### src/rtl/clock_alarm_multi_if.sv
// Button/display bundle of the multi-alarm clock.
// master = push-button/board side, slave = clock core.
interface clock_alarm_multi_if #(
  parameter int NUM_ALARMS = 2
) ();
  localparam int SEL_W = (NUM_ALARMS > 1) ? $clog2(NUM_ALARMS) : 1;

  logic                  Set_Clock;
  logic                  Set_Alarm;
  logic [SEL_W-1:0]      Alarm_Sel;
  logic [NUM_ALARMS-1:0] Alarm_En;
  logic                  MIN;
  logic                  HR;
  logic                  Snooze;
  logic                  Alarm_Off;
  logic                  Mode_12h;
  logic [6:0]            seg_s_u;
  logic [6:0]            seg_s_t;
  logic [6:0]            seg_m_u;
  logic [6:0]            seg_m_t;
  logic [6:0]            seg_h_u;
  logic [6:0]            seg_h_t;
  logic                  pm;
  logic                  alarm_ring;
  logic [SEL_W-1:0]      ring_id;

  modport master (
    output Set_Clock, Set_Alarm, Alarm_Sel, Alarm_En, MIN, HR, Snooze, Alarm_Off, Mode_12h,
    input  seg_s_u, seg_s_t, seg_m_u, seg_m_t, seg_h_u, seg_h_t, pm, alarm_ring, ring_id
  );

  modport slave (
    input  Set_Clock, Set_Alarm, Alarm_Sel, Alarm_En, MIN, HR, Snooze, Alarm_Off, Mode_12h,
    output seg_s_u, seg_s_t, seg_m_u, seg_m_t, seg_h_u, seg_h_t, pm, alarm_ring, ring_id
  );
endinterface

### src/rtl/clock_alarm_multi.sv
// Multi-alarm BCD clock: 1 s prescaler, hh:mm:ss counters, NUM_ALARMS
// alarm registers, ring/snooze/timeout FSM and 6-digit 7-segment output.
module clock_alarm_multi #(
  parameter int TICKS_PER_SEC  = 50_000_000,
  parameter int NUM_ALARMS     = 2,
  parameter int SNOOZE_MIN     = 5,
  parameter int RING_TIMEOUT_S = 60
) (
  input  logic               clk,
  input  logic               reset,
  clock_alarm_multi_if.slave bus
);
  localparam int               SEL_W     = (NUM_ALARMS > 1) ? $clog2(NUM_ALARMS) : 1;
  localparam int               PRE_W     = (TICKS_PER_SEC > 1) ? $clog2(TICKS_PER_SEC) : 1;
  localparam logic [PRE_W-1:0] PRE_LAST  = PRE_W'(TICKS_PER_SEC - 1);
  localparam logic [SEL_W:0]   NUM_AL_C  = (SEL_W + 1)'(NUM_ALARMS);
  localparam logic [11:0]      SNZ_LOAD  = 12'(SNOOZE_MIN * 60);
  localparam logic [7:0]       RING_LAST = 8'(RING_TIMEOUT_S - 1);

  typedef enum logic [1:0] {ST_IDLE = 2'd0, ST_RING = 2'd1, ST_SNOOZE = 2'd2} state_t;

  // BCD increment that wraps to 00 after 'last'
  function automatic logic [7:0] bcd_inc(input logic [7:0] v, input logic [7:0] last);
    if (v == last) return 8'h00;
    else if (v[3:0] == 4'd9) return {v[7:4] + 4'd1, 4'd0};
    else return {v[7:4], v[3:0] + 4'd1};
  endfunction

  // 24 h BCD hour to 12 h BCD hour (00 -> 12, 13..23 -> 01..11)
  function automatic logic [7:0] to_12h(input logic [7:0] h);
    if (h == 8'h00) return 8'h12;
    else begin
      case (h)
        8'h13: return 8'h01;
        8'h14: return 8'h02;
        8'h15: return 8'h03;
        8'h16: return 8'h04;
        8'h17: return 8'h05;
        8'h18: return 8'h06;
        8'h19: return 8'h07;
        8'h20: return 8'h08;
        8'h21: return 8'h09;
        8'h22: return 8'h10;
        8'h23: return 8'h11;
        default: return h;
      endcase
    end
  endfunction

  // BCD digit to segments {a..g}, blank for non-decimal codes
  function automatic logic [6:0] seg7(input logic [3:0] d);
    case (d)
      4'd0: return 7'b1111110;
      4'd1: return 7'b0110000;
      4'd2: return 7'b1101101;
      4'd3: return 7'b1111001;
      4'd4: return 7'b0110011;
      4'd5: return 7'b1011011;
      4'd6: return 7'b1011111;
      4'd7: return 7'b1110000;
      4'd8: return 7'b1111111;
      4'd9: return 7'b1111011;
      default: return 7'b0000000;
    endcase
  endfunction

  logic [PRE_W-1:0] presc_r;
  logic [7:0]       sec_r, min_r, hr_r;
  logic [7:0]       alarm_h_r [NUM_ALARMS];
  logic [7:0]       alarm_m_r [NUM_ALARMS];
  logic             min_prev_r, hr_prev_r, snz_prev_r, off_prev_r;
  state_t           state_r;
  logic [7:0]       ring_cnt_r;
  logic [11:0]      snz_cnt_r;
  logic [SEL_W-1:0] ring_id_r;

  logic             min_ev_s, hr_ev_s, snz_ev_s, off_ev_s;
  logic             sec_tick_s, tm_wrap_s, sel_ok_s;
  logic [7:0]       nxt_min_s, nxt_hr_s;
  logic             match_any_s;
  logic [SEL_W-1:0] match_id_s;
  logic [7:0]       sel_h_s, sel_m_s, disp_h_s, disp_m_s, disp_s_s, shown_h_s;
  logic             pm_s;

  // Button events, second tick and the time value after a minute rollover
  always_comb begin
    min_ev_s   = bus.MIN & ~min_prev_r;
    hr_ev_s    = bus.HR & ~hr_prev_r;
    snz_ev_s   = bus.Snooze & ~snz_prev_r;
    off_ev_s   = bus.Alarm_Off & ~off_prev_r;
    sec_tick_s = ~bus.Set_Clock && (presc_r == PRE_LAST);
    tm_wrap_s  = sec_tick_s && (sec_r == 8'h59);
    sel_ok_s   = bus.Set_Alarm && ~bus.Set_Clock && ({1'b0, bus.Alarm_Sel} < NUM_AL_C);
    if (sec_r == 8'h59) begin
      nxt_min_s = bcd_inc(min_r, 8'h59);
      nxt_hr_s  = (min_r == 8'h59) ? bcd_inc(hr_r, 8'h23) : hr_r;
    end else begin
      nxt_min_s = min_r;
      nxt_hr_s  = hr_r;
    end
  end

  // Alarm compare against the time about to be loaded; lowest index wins
  always_comb begin
    match_any_s = 1'b0;
    match_id_s  = {SEL_W{1'b0}};
    for (int i = NUM_ALARMS - 1; i >= 0; i--) begin
      if (tm_wrap_s && bus.Alarm_En[i] && (alarm_h_r[i] == nxt_hr_s) && (alarm_m_r[i] == nxt_min_s)) begin
        match_any_s = 1'b1;
        match_id_s  = SEL_W'(i);
      end else begin
        match_any_s = match_any_s;
        match_id_s  = match_id_s;
      end
    end
  end

  // Display source select (time or selected alarm) and 12 h conversion
  always_comb begin
    sel_h_s = 8'h00;
    sel_m_s = 8'h00;
    for (int i = 0; i < NUM_ALARMS; i++) begin
      sel_h_s = (bus.Alarm_Sel == SEL_W'(i)) ? alarm_h_r[i] : sel_h_s;
      sel_m_s = (bus.Alarm_Sel == SEL_W'(i)) ? alarm_m_r[i] : sel_m_s;
    end
    if (sel_ok_s) begin
      disp_h_s = sel_h_s;
      disp_m_s = sel_m_s;
      disp_s_s = 8'h00;
    end else begin
      disp_h_s = hr_r;
      disp_m_s = min_r;
      disp_s_s = sec_r;
    end
    if (bus.Mode_12h) shown_h_s = to_12h(disp_h_s);
    else shown_h_s = disp_h_s;
    pm_s = bus.Mode_12h && (disp_h_s >= 8'h12);
  end

  // Prescaler and time-of-day counters, including time-set mode
  always_ff @(posedge clk) begin
    if (!reset) begin
      presc_r <= {PRE_W{1'b0}};
      sec_r   <= 8'h00;
      min_r   <= 8'h00;
      hr_r    <= 8'h00;
    end else if (bus.Set_Clock) begin
      presc_r <= {PRE_W{1'b0}};
      sec_r   <= 8'h00;
      if (min_ev_s) min_r <= bcd_inc(min_r, 8'h59);
      if (hr_ev_s)  hr_r  <= bcd_inc(hr_r, 8'h23);
    end else if (sec_tick_s) begin
      presc_r <= {PRE_W{1'b0}};
      sec_r   <= bcd_inc(sec_r, 8'h59);
      min_r   <= nxt_min_s;
      hr_r    <= nxt_hr_s;
    end else begin
      presc_r <= presc_r + {{(PRE_W-1){1'b0}}, 1'b1};
    end
  end

  // Alarm registers, written only in alarm-set mode with a valid index
  always_ff @(posedge clk) begin
    for (int i = 0; i < NUM_ALARMS; i++) begin
      if (!reset) begin
        alarm_h_r[i] <= 8'h00;
        alarm_m_r[i] <= 8'h00;
      end else if (sel_ok_s && (bus.Alarm_Sel == SEL_W'(i))) begin
        if (min_ev_s) alarm_m_r[i] <= bcd_inc(alarm_m_r[i], 8'h59);
        if (hr_ev_s)  alarm_h_r[i] <= bcd_inc(alarm_h_r[i], 8'h23);
      end
    end
  end

  // Previous-sample registers for button edge detection
  always_ff @(posedge clk) begin
    if (!reset) begin
      min_prev_r <= 1'b0;
      hr_prev_r  <= 1'b0;
      snz_prev_r <= 1'b0;
      off_prev_r <= 1'b0;
    end else begin
      min_prev_r <= bus.MIN;
      hr_prev_r  <= bus.HR;
      snz_prev_r <= bus.Snooze;
      off_prev_r <= bus.Alarm_Off;
    end
  end

  // Ring/snooze/timeout state machine; Alarm_Off beats Snooze
  always_ff @(posedge clk) begin
    if (!reset) begin
      state_r    <= ST_IDLE;
      ring_cnt_r <= 8'd0;
      snz_cnt_r  <= 12'd0;
      ring_id_r  <= {SEL_W{1'b0}};
    end else begin
      case (state_r)
        ST_IDLE: begin
          if (match_any_s) begin
            state_r    <= ST_RING;
            ring_id_r  <= match_id_s;
            ring_cnt_r <= 8'd0;
          end
        end
        ST_RING: begin
          if (off_ev_s) begin
            state_r <= ST_IDLE;
          end else if (snz_ev_s) begin
            state_r   <= ST_SNOOZE;
            snz_cnt_r <= SNZ_LOAD;
          end else if (sec_tick_s) begin
            if (ring_cnt_r == RING_LAST) state_r <= ST_IDLE;
            else ring_cnt_r <= ring_cnt_r + 8'd1;
          end
        end
        ST_SNOOZE: begin
          if (off_ev_s) begin
            state_r <= ST_IDLE;
          end else if (sec_tick_s) begin
            if (snz_cnt_r <= 12'd1) begin
              state_r    <= ST_RING;
              ring_cnt_r <= 8'd0;
              snz_cnt_r  <= 12'd0;
            end else begin
              snz_cnt_r <= snz_cnt_r - 12'd1;
            end
          end
        end
        default: state_r <= ST_IDLE;
      endcase
    end
  end

  assign bus.seg_s_u    = seg7(disp_s_s[3:0]);
  assign bus.seg_s_t    = seg7(disp_s_s[7:4]);
  assign bus.seg_m_u    = seg7(disp_m_s[3:0]);
  assign bus.seg_m_t    = seg7(disp_m_s[7:4]);
  assign bus.seg_h_u    = seg7(shown_h_s[3:0]);
  assign bus.seg_h_t    = seg7(shown_h_s[7:4]);
  assign bus.pm         = pm_s;
  assign bus.alarm_ring = (state_r == ST_RING);
  assign bus.ring_id    = ring_id_r;
endmodule

### src/flat_wrapper.sv
// flat-port wrapper written by rule: the top's interface ports become plain ports
module clock_alarm_multi_flat 
#(
  parameter int TICKS_PER_SEC  = 50_000_000,
  parameter int NUM_ALARMS     = 2,
  parameter int SNOOZE_MIN     = 5,
  parameter int RING_TIMEOUT_S = 60
)
  (clk, reset, bus_Set_Clock, bus_Set_Alarm, bus_Alarm_Sel, bus_Alarm_En, bus_MIN, bus_HR, bus_Snooze, bus_Alarm_Off, bus_Mode_12h, bus_seg_s_u, bus_seg_s_t, bus_seg_m_u, bus_seg_m_t, bus_seg_h_u, bus_seg_h_t, bus_pm, bus_alarm_ring, bus_ring_id);
  clock_alarm_multi_if #(.NUM_ALARMS(NUM_ALARMS)) bus_i ();
  input  logic clk;
  input  logic reset;
  input wire logic [$bits(bus_i.Set_Clock)-1:0] bus_Set_Clock;
  input wire logic [$bits(bus_i.Set_Alarm)-1:0] bus_Set_Alarm;
  input wire logic [$bits(bus_i.Alarm_Sel)-1:0] bus_Alarm_Sel;
  input wire logic [$bits(bus_i.Alarm_En)-1:0] bus_Alarm_En;
  input wire logic [$bits(bus_i.MIN)-1:0] bus_MIN;
  input wire logic [$bits(bus_i.HR)-1:0] bus_HR;
  input wire logic [$bits(bus_i.Snooze)-1:0] bus_Snooze;
  input wire logic [$bits(bus_i.Alarm_Off)-1:0] bus_Alarm_Off;
  input wire logic [$bits(bus_i.Mode_12h)-1:0] bus_Mode_12h;
  output wire logic [$bits(bus_i.seg_s_u)-1:0] bus_seg_s_u;
  output wire logic [$bits(bus_i.seg_s_t)-1:0] bus_seg_s_t;
  output wire logic [$bits(bus_i.seg_m_u)-1:0] bus_seg_m_u;
  output wire logic [$bits(bus_i.seg_m_t)-1:0] bus_seg_m_t;
  output wire logic [$bits(bus_i.seg_h_u)-1:0] bus_seg_h_u;
  output wire logic [$bits(bus_i.seg_h_t)-1:0] bus_seg_h_t;
  output wire logic [$bits(bus_i.pm)-1:0] bus_pm;
  output wire logic [$bits(bus_i.alarm_ring)-1:0] bus_alarm_ring;
  output wire logic [$bits(bus_i.ring_id)-1:0] bus_ring_id;
  assign bus_i.Set_Clock = bus_Set_Clock;
  assign bus_i.Set_Alarm = bus_Set_Alarm;
  assign bus_i.Alarm_Sel = bus_Alarm_Sel;
  assign bus_i.Alarm_En = bus_Alarm_En;
  assign bus_i.MIN = bus_MIN;
  assign bus_i.HR = bus_HR;
  assign bus_i.Snooze = bus_Snooze;
  assign bus_i.Alarm_Off = bus_Alarm_Off;
  assign bus_i.Mode_12h = bus_Mode_12h;
  assign bus_seg_s_u = bus_i.seg_s_u;
  assign bus_seg_s_t = bus_i.seg_s_t;
  assign bus_seg_m_u = bus_i.seg_m_u;
  assign bus_seg_m_t = bus_i.seg_m_t;
  assign bus_seg_h_u = bus_i.seg_h_u;
  assign bus_seg_h_t = bus_i.seg_h_t;
  assign bus_pm = bus_i.pm;
  assign bus_alarm_ring = bus_i.alarm_ring;
  assign bus_ring_id = bus_i.ring_id;
  clock_alarm_multi #(.TICKS_PER_SEC(TICKS_PER_SEC), .NUM_ALARMS(NUM_ALARMS), .SNOOZE_MIN(SNOOZE_MIN), .RING_TIMEOUT_S(RING_TIMEOUT_S)) u_core (.clk(clk), .reset(reset), .bus(bus_i));
endmodule
### config.mk
export PLATFORM = sky130hd
export DESIGN_NAME = clock_alarm_multi_flat
export DESIGN_NICKNAME = d
export VERILOG_FILES = /design/src/rtl/clock_alarm_multi_if.sv /design/src/rtl/clock_alarm_multi.sv /design/src/flat_wrapper.sv
export SDC_FILE = /design/constraint.sdc
export NUM_CORES = 1
export LEC_CHECK = 0
export ABC_AREA = 1
export CAP_MARGIN = 30
export CELL_PAD_IN_SITES_DETAIL_PLACEMENT = 0
export CELL_PAD_IN_SITES_GLOBAL_PLACEMENT = 1
export CORE_MARGIN = 1
export CORE_UTILIZATION = 45
export DETAILED_ROUTE_END_ITERATION = 10
export PLACE_DENSITY_LB_ADDON = 0.05
export SLEW_MARGIN = 5
export SYNTH_ARGS = -nofsm -noshare
export SYNTH_HDL_FRONTEND = slang
export SYNTH_SLANG_ARGS = --single-unit
export TNS_END_PERCENT = 50
### constraint.sdc
create_clock -name clk -period 8.13 [get_ports clk]
set_input_delay 1.2195 -clock clk [delete_from_list [all_inputs] [get_ports clk]]
set_output_delay 1.2195 -clock clk [all_outputs]
set_load 0.03 [all_outputs]
==> reports/qor.yml, run 1 <==
cts_max_path_buffers: 2
rsz0062_at_grt: "false"
port_buffers: 56
nFillCells: 1986
gp_congestion: 0.836
crit_path_start_kind: "input pin"
tritoncts: "yes"
cp.arrival_ps: 5750
yosys-top-cells-count: "nand2_1, inv_1, nor2_1"
synth_cell_types: 53
cts_resized: 0
tns_ps: 0
worstMarginPinSlew_ps: 675
drc: 0
async_flop_share_pct: 0
die_x_um: 142
end_kind: "output pin"
grt_pass1_vias: 7629
wirelength_um: 21700
via_count: 8305
setup_viol: 0
die_y_um: 142
fmax_mhz: 143
finalCriticalPeriod_ps: 6970
cts_root_buffer: "clkbuf_16"
synth_area_per_cell_um2: 6.71
grt_usage_pct: 22.6
clkTransAtPathRegs_ps: 80
vias_per_cell: 5.10
grt_max_degree: 36
synthesis.instances: 1316
fin_skew_ps: 11.2
hold_class: "flip-flop to flip-flop"
ant_nets: 0
synth_edf_count: 32
synth_nets: 1401
yosysTopAreaCell: "dfxtp_1"
hpwl_um: 16300
wl_per_cell_um: 13.3
n_antenna_cell: 0
coreArea_mm2: 0.0190
pin_count: 57
die_area_mm2: 0.0202
yosysWarningCount: 0
synth-seq-area-share_pct: 28.3
finalHoldViolCount: 0
p_leak_nw: 4.47
drt_iter0_drc: 471
start_util_pct: 46.6
fin_crit_sh_pct: 85.8
clk_latency_ps: 360
critPathKind: "input pin to output pin"
layout-drive-gt1-share_pct: 5.85
cp.required_ps: 6910
seqCellArea_mm2: 0.00250
power_density_mw_per_mm2: 180
post_cts_buffers: 0
synth_top_area_share_pct: 17.5
yosys_most_used_dff: "dfxtp_1"
ys_ff_latch: 109
clock_sink_count: 109
ctsHtreeMaxLevel: 3
critPathMaxFanout: 23
grt-ovfl-total: 0
yosysMostFrequentCell: "nand2_1"
grt_pass1_wl_um: 36700
numCtsBuffers: 9
ir_drop_uv: 167
slew_headroom_pct: 54.6
antenna_found_initial: 0
max_cap_violations: 0
synth_area_leaders: "dfxtp_1, nand2_1, edfxtp_1"
syn_area_mm2: 0.00883
multi_input_area_mm2: 0.00546
worst_hold_slack_ps: 450
fin_nets: 1448
drtPass1Iterations: 5
holdBufCountCts: 0
slew_viol_final: 0
syn_to_final_growth_pct: 12.0
row_count: 50
status: "finished, final reports clean"
[cells in the final DEF, fill, tap and decap left out, drive strengths merged]
cell type,n
a221oi,1
a211oi,4
o21ai,63
o22ai,4
o32ai,1
a21boi,1
clkdlybuf4s50,56
xor2,29
clkbuf,11
o311ai,3
xnor2,10
o21bai,1
nand4,21
nor4,9
a31oi,23
nor3b,2
a22oi,9
or2,15
o31ai,1
dfxtp,77
nor2,186
o41ai,1
a21oi,47
nand3,124
o211ai,4
o21a,11
clkinv,4
edfxtp,32
nand2,322
a311oi,1
inv,191
buf,4
nand3b,4
ha,73
nor3,23
[final cells by class]
cell class / instances / share of cell area (%)
well taps: 260 / 3.29
inverters: 190 / 7.21
clock inverters: 5 / 0.405
repair buffers: 60 / 5.97
flip-flops and latches: 109 / 25.3
multi-input cells: 993 / 55.2
clock buffers: 11 / 2.56
[critical path, cell delays in order]
cell and delay [ps]:
clkdlybuf4s50_1 450, inv_2 360, nand2_1 440, nor2_2 620, a22oi_1 140, o21ai_0 310, inv_1 250, nand3_1 140
nor2_1 40, nor2_1 120, inv_1 60, o22ai_1 100, nand2_1 120, ha_1 300, o21ai_0 220, inv_1 60
a21oi_1 130, clkdlybuf4s50_1 680
[path summary, 6_finish.rpt]
kind | start | endpoint | slack (ps) | cells past startpoint
hold reg to reg | u_core.presc_r[0]$_SDFF_PP0_ | u_core.presc_r[0]$_SDFF_PP0_ | 450 | 1
setup reg to reg | u_core.sec_r[5]$_SDFFE_PP0P_ | u_core.ring_cnt_r[5]$_SDFFE_PN0P_ | 5000 | 17
hold / removal | u_core.presc_r[0]$_SDFF_PP0_ | u_core.presc_r[0]$_SDFF_PP0_ | 450 | 1
setup / recovery | bus_Set_Clock | bus_seg_h_t[3] | 1160 | 18
[metrics by stage]
stage	total power, mW	setup WS, ps	utilization [%]	std cells	area (um2)
2_1_floorplan	1.18	3160	-	1316	8830
3_3_place_gp	1.35	1290	50.6	1612	9590
3_5_place_dp	1.35	1220	50.6	1612	9590
4_1_cts	1.80	1210	52.2	1628	9890
5_1_grt	1.93	746	52.2	1628	9890
6_report	1.78	1160	52.2	1628	9890
[flip-flops by register name (all words and copies together), names as in the netlist, 2 cells and up]
name / flops
u_core.alarm_m_r: 16
u_core.presc_r: 26
u_core.sec_r: 8
u_core.hr_r: 8
u_core.alarm_h_r: 16
u_core.min_r: 8
u_core.ring_cnt_r: 8
u_core.snz_cnt_r: 12
u_core.state_r: 2
[layer usage]
metal | global-route usage [%] | wire length, um | up-vias | part of all wire, %
met4 | 4.41 | 134 | 0 | 0.62
met5 | 0 | 0 | - | 0
met3 | 2.89 | 882 | 9 | 4.1
met2 | 36.5 | 9630 | 180 | 44
li1 | - | - | 4364 | -
met1 | 32.2 | 11000 | 3752 | 51
[power by group]
part	switching [mW]	total (mW)	internal, mW
Clock	0.221	0.451	0.230
Sequential	0.0496	0.657	0.607
Combinational	0.437	0.676	0.239
Total	0.708	1.78	1.08
[cells by family after synthesis]
family	share of synthesized area (%)
XOR/XNOR	3.87
flip-flops	28.3
buffers and inverters	9.78
AO/OA/AOI/OAI	11.6
AND/OR/NAND/NOR	36.1
adder cells (fa/ha/maj)	10.3
Power figures use the tool's default switching activity.
==> run 2: changes to the inputs <==
==> constraint.sdc (replaced) <==
create_clock -name clk -period 8.13 [get_ports clk]
set_input_delay 1.626 -clock clk [delete_from_list [all_inputs] [get_ports clk]]
set_output_delay 1.626 -clock clk [all_outputs]
set_load 0.03 [all_outputs]
==> reports/qor.yml, run 2 (same netlist as run 1, synthesis figures left out) <==
status: "finished, final reports clean"
worst_hold_slack_ps: 458  # +7.86 ps
final_cell_mix: "nand2_1, inv_1, nor2_1"
slew_viol_final: 0  # unchanged
finalCriticalPeriod_ps: 7260  # +287 ps
dp_cells: 1614  # +0.12%
layout.cells.non_filler: 1630  # +0.12%
drt_iter0_drc: 453  # -3.8%
coreArea_mm2: 0.0190  # unchanged
vias_per_cell: 5.07  # -0.59%
drc: 0  # unchanged
cp.required_ps: 6500  # -410 ps
die_y_um: 142  # unchanged
top_regs: "u_core.presc_r: 26 flops, u_core.alarm_h_r: 16 flops, u_core.alarm_m_r: 16 flops"
largest_reg_flops: 26  # unchanged
whs_path_depth: 1  # unchanged
setup_viol: 0  # unchanged
hp-start: "u_core.presc_r[0]$_SDFF_PP0_"
max_cap_violations: 0  # unchanged
ir_drop_uv: 176  # +5.2%
rsz0062_at_grt: "false"
grt_pass1_vias: 7619  # -0.13%
r2r.worst_path.cells: 20  # +3
end_kind: "output pin"
finalHoldViolCount: 0  # unchanged
hpwl_um: 16300  # -0.18%
die_area_mm2: 0.0202  # unchanged
r2r_start: "u_core.sec_r[1]$_SDFFE_PP0P_"
cts_root_buffer: "clkbuf_16"
critPathMaxFanout: 19  # -17%
grt-ovfl-total: 0  # unchanged
grt_max_degree: 36  # unchanged
fin_nets: 1450  # +0.14%
layout_commonest_cell: "nand2_1"
r2r-end: "u_core.ring_cnt_r[1]$_SDFFE_PN0P_"
gp_congestion: 0.874  # +4.5%
ctsHtreeMaxLevel: 3  # unchanged
die_x_um: 142  # unchanged
clk_latency_ps: 360  # about the same
post-place-ws_ps: 882  # -339 ps
cts_max_path_buffers: 2  # unchanged
via_count: 8266  # -0.47%
power_density_mw_per_mm2: 180  # -0.41%
wirelength_um: 21400  # -1.1%
fin_skew_ps: 10.4  # -0.808 ps
n_antenna_cell: 0  # unchanged
wl_per_cell_um: 13.1  # -1.2%
clock_sink_count: 109  # unchanged
worstMarginPinSlew_ps: 733  # +57.7 ps
syn_to_final_growth_pct: 12.0  # about the same
ant_nets: 0  # unchanged
cp.arrival_ps: 5630  # -120 ps
start_util_pct: 46.6  # unchanged
antenna_found_initial: 0  # unchanged
slew_headroom_pct: 50.9  # -3.7 points
grt_pass1_wl_um: 36100  # -1.8%
tns_ps: 0  # unchanged
setup_ws_ps: 871  # -287 ps
rrSetupSlack_ps: 4970  # -30 ps
numCtsBuffers: 9  # unchanged
critPathKind: "input pin to output pin"
hold_class: "flip-flop to flip-flop"
fin_crit_sh_pct: 89.3  # +3.5 points
layout-drive-gt1-share_pct: 5.99  # +0.14 points
pin_count: 57  # unchanged
p_leak_nw: 4.47  # about the same
fmax_mhz: 138  # -3.9%
top_register: "u_core.presc_r"
clkTransAtPathRegs_ps: 80  # about the same
post_cts_buffers: 0  # unchanged
cts_resized: 0  # unchanged
hold_end: "u_core.presc_r[0]$_SDFF_PP0_"
p_total_mw: 1.78  # -0.39%
row_count: 50  # unchanged
grt_usage_pct: 22.1  # -0.53 points
tritoncts: "yes"
crit_path_start_kind: "input pin"
port_buffers: 56  # unchanged
holdBufCountCts: 0  # unchanged
drtPass1Iterations: 7  # +2
-- run 2: how the worst max path moves through the flow --
| stage | start | end | slack [ps] | cells after the start |
|---|---|---|---|---|
| after floorplan | bus_Set_Clock | bus_seg_h_t[6] | 2350 | 18 |
| after global placement | bus_Set_Clock | bus_seg_h_t[6] | 940 | 15 |
| after detailed placement | bus_Set_Clock | bus_seg_h_t[6] | 880 | 15 |
| after CTS | bus_Set_Clock | bus_seg_h_u[0] | 870 | 19 |
| after global routing | bus_Set_Clock | bus_seg_h_t[6] | 470 | 15 |
| final | bus_Set_Clock | bus_seg_h_t[6] | 870 | 18 |
-- run 2: metrics by stage --
stage	util [%]	area, um2
after floorplan	-	8830
after global placement	50.7	9610
after detailed placement	50.7	9610
after CTS	52.2	9890
after global routing	52.2	9890
final	52.2	9890
-- run 2: cell type report --
type | instances | area, um2
multi-input combinational | 993 | 5460
fill | 1988 | 9070
clock buffer | 10 | 229
inverter | 190 | 713
clock inverter | 6 | 53.8
timing repair buffer | 62 | 603
sequential | 109 | 2500
tap | 260 | 325
-- run 2: power breakdown --
group | leakage, nW | internal, mW | switching [mW]
clock | 0.141 | 0.215 | 0.225
combinational | 3.38 | 0.239 | 0.439
sequential | 0.957 | 0.607 | 0.0508
-- run 2: per-layer routing --
| layer | part of all wire (%) | global-route usage, % | vias to the layer above |
|---|---|---|---|
| li1 | - | - | 4375 |
| met1 | 50 | 29.2 | 3726 |
| met5 | 0 | 0 | - |
| met2 | 46 | 37.8 | 147 |
| met3 | 3.4 | 2.93 | 18 |
| met4 | 1.2 | 5.43 | 0 |
-- run 2: critical path, cell delays in order --
cell	delay, ps
clkdlybuf4s50_1	680
nor2_4	150
nand2_2	370
nor2_1	90
nor3_2	450
nand2_2	160
nor2_1	170
nand3_1	90
nor2_1	100
nor2_1	60
inv_1	50
o22ai_1	50
nand2_1	130
inv_1	100
ha_1	200
or2_2	280
a31oi_1	170
clkdlybuf4s50_1	690
==> run 3: changes to the inputs <==
Settings changed: SKIP_CTS_REPAIR_TIMING set to 1.
==> results of run 3 <==
No change in the layout: final DEF, timing and power equal those of run 2.
